File: src/rtl/controle_somador.sv
// Operand/operation sequencer for the 4-bit adder board: ENTER key path, capture FSM, sign/magnitude result.
// Optional DEBOUNCE_EN macro inserts a DEBOUNCE_CYCLES-long stability filter on the synchronized key.
`timescale 1ns/1ps
module controle_somador #(
    parameter int DEBOUNCE_CYCLES = 1000000
) (
    input  logic       CLOCK_50,
    input  logic       RESET,
    input  logic [3:0] SW_DADO,
    input  logic       SW_OP,
    input  logic       KEY_ENTRA,
    input  logic [5:0] SOMA,
    output logic [3:0] A,
    output logic [3:0] B,
    output logic       SINAL,
    output logic [4:0] RES_MAG,
    output logic       RES_NEG,
    output logic [1:0] ESTADO,
    output logic       VALIDO,
    output logic [7:0] CONT_OPS
);

    typedef enum logic [1:0] {
        ESPERA_A = 2'b00,
        ESPERA_B = 2'b01,
        CALCULA  = 2'b10,
        MOSTRA   = 2'b11
    } estado_t;

    estado_t    estado;
    logic [1:0] sync;
    logic       sync_ok;
    logic       armado;
    logic       filt;
    logic       filt_d;
    logic       enter;

    // A key held through reset must be seen released before it can fire, so the
    // edge detector stays disarmed until a real high level reaches the synchronizer.
    always_ff @(posedge CLOCK_50 or posedge RESET) begin
        if (RESET) begin
            sync    <= 2'b11;
            sync_ok <= 1'b0;
            armado  <= 1'b0;
            filt_d  <= 1'b1;
        end else begin
            sync    <= {sync[0], KEY_ENTRA};
            sync_ok <= 1'b1;
            if (sync_ok && sync[0])
                armado <= 1'b1;
            filt_d  <= filt;
        end
    end

`ifdef DEBOUNCE_EN
    localparam int CW = $clog2(DEBOUNCE_CYCLES + 1);
    logic [CW-1:0] cnt;

    always_ff @(posedge CLOCK_50 or posedge RESET) begin
        if (RESET) begin
            filt <= 1'b1;
            cnt  <= '0;
        end else if (sync[1] == filt) begin
            cnt  <= '0;
        end else if (cnt == CW'(DEBOUNCE_CYCLES)) begin
            filt <= sync[1];
            cnt  <= '0;
        end else begin
            cnt  <= cnt + 1'b1;
        end
    end
`else
    localparam int unused_debounce = DEBOUNCE_CYCLES;

    always_ff @(posedge CLOCK_50 or posedge RESET) begin
        if (RESET) filt <= 1'b1;
        else       filt <= sync[1];
    end
`endif

    assign enter  = armado & filt_d & ~filt;
    assign ESTADO = estado;

    always_ff @(posedge CLOCK_50 or posedge RESET) begin
        if (RESET) begin
            estado   <= ESPERA_A;
            A        <= 4'd0;
            B        <= 4'd0;
            SINAL    <= 1'b0;
            RES_MAG  <= 5'd0;
            RES_NEG  <= 1'b0;
            VALIDO   <= 1'b0;
            CONT_OPS <= 8'd0;
        end else begin
            case (estado)
                ESPERA_A: if (enter) begin
                    A      <= SW_DADO;
                    VALIDO <= 1'b0;
                    estado <= ESPERA_B;
                end
                ESPERA_B: if (enter) begin
                    B      <= SW_DADO;
                    SINAL  <= SW_OP;
                    estado <= CALCULA;
                end
                CALCULA: begin
                    // Range is -15..+30, so the low five bits always hold the magnitude.
                    RES_NEG  <= SOMA[5];
                    RES_MAG  <= SOMA[5] ? (~SOMA[4:0] + 5'd1) : SOMA[4:0];
                    VALIDO   <= 1'b1;
                    CONT_OPS <= CONT_OPS + 8'd1;
                    estado   <= MOSTRA;
                end
                MOSTRA: if (enter)
                    estado <= ESPERA_A;
                default: estado <= ESPERA_A;
            endcase
        end
    end

endmodule

File: config.mk
export PLATFORM = sky130hd
export DESIGN_NAME = controle_somador
export DESIGN_NICKNAME = d
export VERILOG_FILES = /design/src/rtl/controle_somador.sv
export SDC_FILE = /design/constraint.sdc
export NUM_CORES = 1
export LEC_CHECK = 0
export CORE_ASPECT_RATIO = 1.1
export CORE_MARGIN = 2
export CORE_UTILIZATION = 35
export DETAILED_ROUTE_END_ITERATION = 10
export DONT_BUFFER_PORTS = 1
export MAX_ROUTING_LAYER = met4
export PLACE_DENSITY = 0.55
export SLEW_MARGIN = 20
export SYNTH_ARGS = -nofsm -noshare
export SYNTH_HDL_FRONTEND = slang
export SYNTH_SLANG_ARGS = --single-unit
File: constraint.sdc
create_clock -name CLOCK_50 -period 2.08 [get_ports CLOCK_50]
set_input_delay 0.208 -clock CLOCK_50 [delete_from_list [all_inputs] [get_ports CLOCK_50]]
set_output_delay 0.208 -clock CLOCK_50 [all_outputs]
set_load 0.05 [all_outputs]
==> results.json <==
{
  "dp_slack_ns": 0.546,
  "ant_nets": 0,
  "htreeDepth": 2,
  "reg2regPathDepth": 4,
  "via_per_inst": 4.77,
  "hpwl_um": 1700,
  "grt_pass1_wl_um": 3670,
  "max_stage_delay_ns": 0.41,
  "worstHoldPathCells": 1,
  "antenna_found_initial": 0,
  "path_clk_slew_ns": 0.06,
  "netlist_instances": 102,
  "area_growth_pct": 16.0,
  "nFillCells": 363,
  "rsz0062_at_grt": "false",
  "avgSynthCellArea_um2": 13.2,
  "setup_tns_ns": 0,
  "multi_input_area_um2": 504,
  "tightest_slew_ns": 0.553,
  "slew_viol_final": 0,
  "grt_max_degree": 16,
  "hp-class": "in2reg",
  "clock_path_buffers": 2,
  "slew_headroom_pct": 63.1,
  "hold_start": "SOMA[0]",
  "fin_worst_skew_ns": 0.00196,
  "arrival_ns": 1.70,
  "hold_viol": 0,
  "cts_resized": 0,
  "gp_congestion": 0.731,
  "status": "finished clean",
  "grt_pass1_vias": 838,
  "core_area_mm2": 0.00365,
  "stdcell_count": 167,
  "nNetsFinal": 137,
  "path_cells": "inv_1 > ha_1 > nand4b_1 > mux2_2",
  "grt_remaining_overflow": 0,
  "die-area_mm2": 0.00436,
  "yosys_register_bits": 32,
  "syn_area_mm2": 0.00135,
  "die_h_um": 69.0,
  "critPathTopFamily": "flip-flops",
  "final_area_mm2": 0.00156,
  "max_cap_viol_count": 0,
  "postPlaceCellArea_mm2": 0.00145,
  "cts_tree": "built",
  "wl_per_cell_um": 13.0,
  "synth_top_flop_cell": "dfrtp_1",
  "timing.rr.start": "ESTADO[0]",
  "dp.cells": 157,
  "routed_wl_um": 2180,
  "die_w_um": 63.1,
  "max_clock_freq_mhz": 652,
  "drt_pre_antenna_iters": 4,
  "finalSetupViolations": 0,
  "seq_area_frac_synth_pct": 59.9,
  "critPathCaptureType": "register",
  "gr-usage-all-layers_pct": 11.2,
  "fin_crit_ns": 1.53,
  "whs_endpoint": "RES_MAG[0]",
  "rrSetupSlack_ns": 0.55,
  "drive_above_1_share_pct": 25.6,
  "ys_types": 27,
  "async_flop_share_pct": 100,
  "route.detailed.drc": 0,
  "cp_slowest_cell": "dfrtp_1",
  "num_rows": 23,
  "fin_crit_sh_pct": 73.8,
  "start_util_pct": 36.8,
  "vias": 797,
  "num_antenna_cells": 0,
  "startpoint_type": "register",
  "seq_area_um2": 806,
  "critical_path_class": "reg2reg",
  "drtIter0Drc": 25,
  "cts_buffers": 5,
  "yosys_warnings": 0,
  "io_pins": 40,
  "crit_buf_inv": 1,
  "worstPathMaxFanout": 5,
  "crit_start": "ESTADO[0]",
  "cts_root_buffer": "clkbuf_8",
  "portBuffers": 0,
  "critPathRequiredTime_ns": 2.24,
  "clk_latency_ns": 0.28,
  "synth_nets": 123,
  "synth_edf_count": 0,
  "setup_slack_ns": 0.546,
  "clock-sinks": 32,
  "timing.rr.end": "A[2]"
}
[final cells by class]
cell class / count / area share (%)
Sequential cell: 32 / 51.6
Multi-Input combinational cell: 61 / 32.3
Tap cell: 50 / 4.01
Clock buffer: 8 / 5.77
Timing Repair Buffer: 9 / 4.65
Inverter: 7 / 1.68
[Yosys cell counts, types with 3 or more instances]
master / n / area (µm²)
dfrtp_1: 28 / 701
mux2_2: 12 / 135
ha_1: 7 / 87.6
xnor2_1: 7 / 61.3
inv_1: 6 / 22.5
nor2_1: 5 / 18.8
a21oi_1: 4 / 20.0
dfstp_2: 4 / 105
nand2_1: 3 / 11.3
nand4_1: 3 / 18.8
[per-layer routing]
| layer | track usage (%) | wire length, µm | up-vias |
|---|---|---|---|
| li1 | - | - | 373 |
| met1 | 13.3 | 881 | 387 |
| met2 | 16.1 | 1040 | 32 |
| met3 | 4.40 | 221 | 5 |
| met4 | 6.67 | 39 | 0 |
| met5 | - | 0 | - |
[registers in the layout, summed over array words and instances, names as in the netlist]
name / count
A: 4
B: 4
CONT_OPS: 8
ESTADO: 2
RES_MAG: 5
RES_NEG: 1
SINAL: 1
VALIDO: 1
armado: 1
filt: 1
filt_d: 1
sync: 2
sync_ok: 1
[stage by stage]
step                hold WS [ns]  utilization, %
floorplan                  0.212               -
global placement           0.134            39.7
detailed placement         0.149            39.7
CTS                       0.0679            42.7
global route              0.0643            42.7
finish                    0.0777            42.7
[cell usage in the layout (no fill, tap or decap)]
cell type,Yosys,final
and3_1,2,2
nor2b_1,1,1
a21o_1,1,1
nor3b_1,1,1
xnor2_1,7,7
nor2_1,5,5
o21ai_0,1,1
mux2_1,1,1
clkbuf_8,0,6
nand2_1,3,3
a31oi_1,2,2
nand4_1,3,3
clkbuf_1,0,2
dlygate4sd3_1,0,2
a21oi_1,4,4
xor2_1,2,2
mux2_2,12,12
o31ai_1,1,1
dfstp_2,4,4
or3_1,1,1
nand4b_1,2,2
conb_1,1,1
mux2i_1,2,2
inv_1,6,6
buf_4,0,7
o31a_1,1,1
ha_1,7,7
nand3b_1,1,1
inv_2,1,1
dfrtp_1,28,28
[timing repair]
item / 4_1_cts / 5_1_grt
endpoints found under the hold margin: 8 / 0
hold buffers: 2 / 0
buffers inserted: 0 / 0
[worst max-delay path by stage]
stage | to | slack, ns | cells past startpoint
detailed placement | A[2] | 0.55 | 4
CTS | A[2] | 0.54 | 4
floorplan | ESTADO[1] | 0.27 | 4
finish | A[2] | 0.55 | 4
global route | A[2] | 0.45 | 4
global placement | A[1] | 0.57 | 4
[cells by family after synthesis]
kind of cell | synth area share (%)
buf+inv | 2.69
other cells | 0.279
xor+xnor | 5.86
compound gates | 4.55
fa+ha+maj | 6.51
mux | 12.4
simple gates | 7.90
flops | 59.9
Power is not shown: default switching activity piles up to over one toggle a cycle in this logic, so the estimate is an artifact.
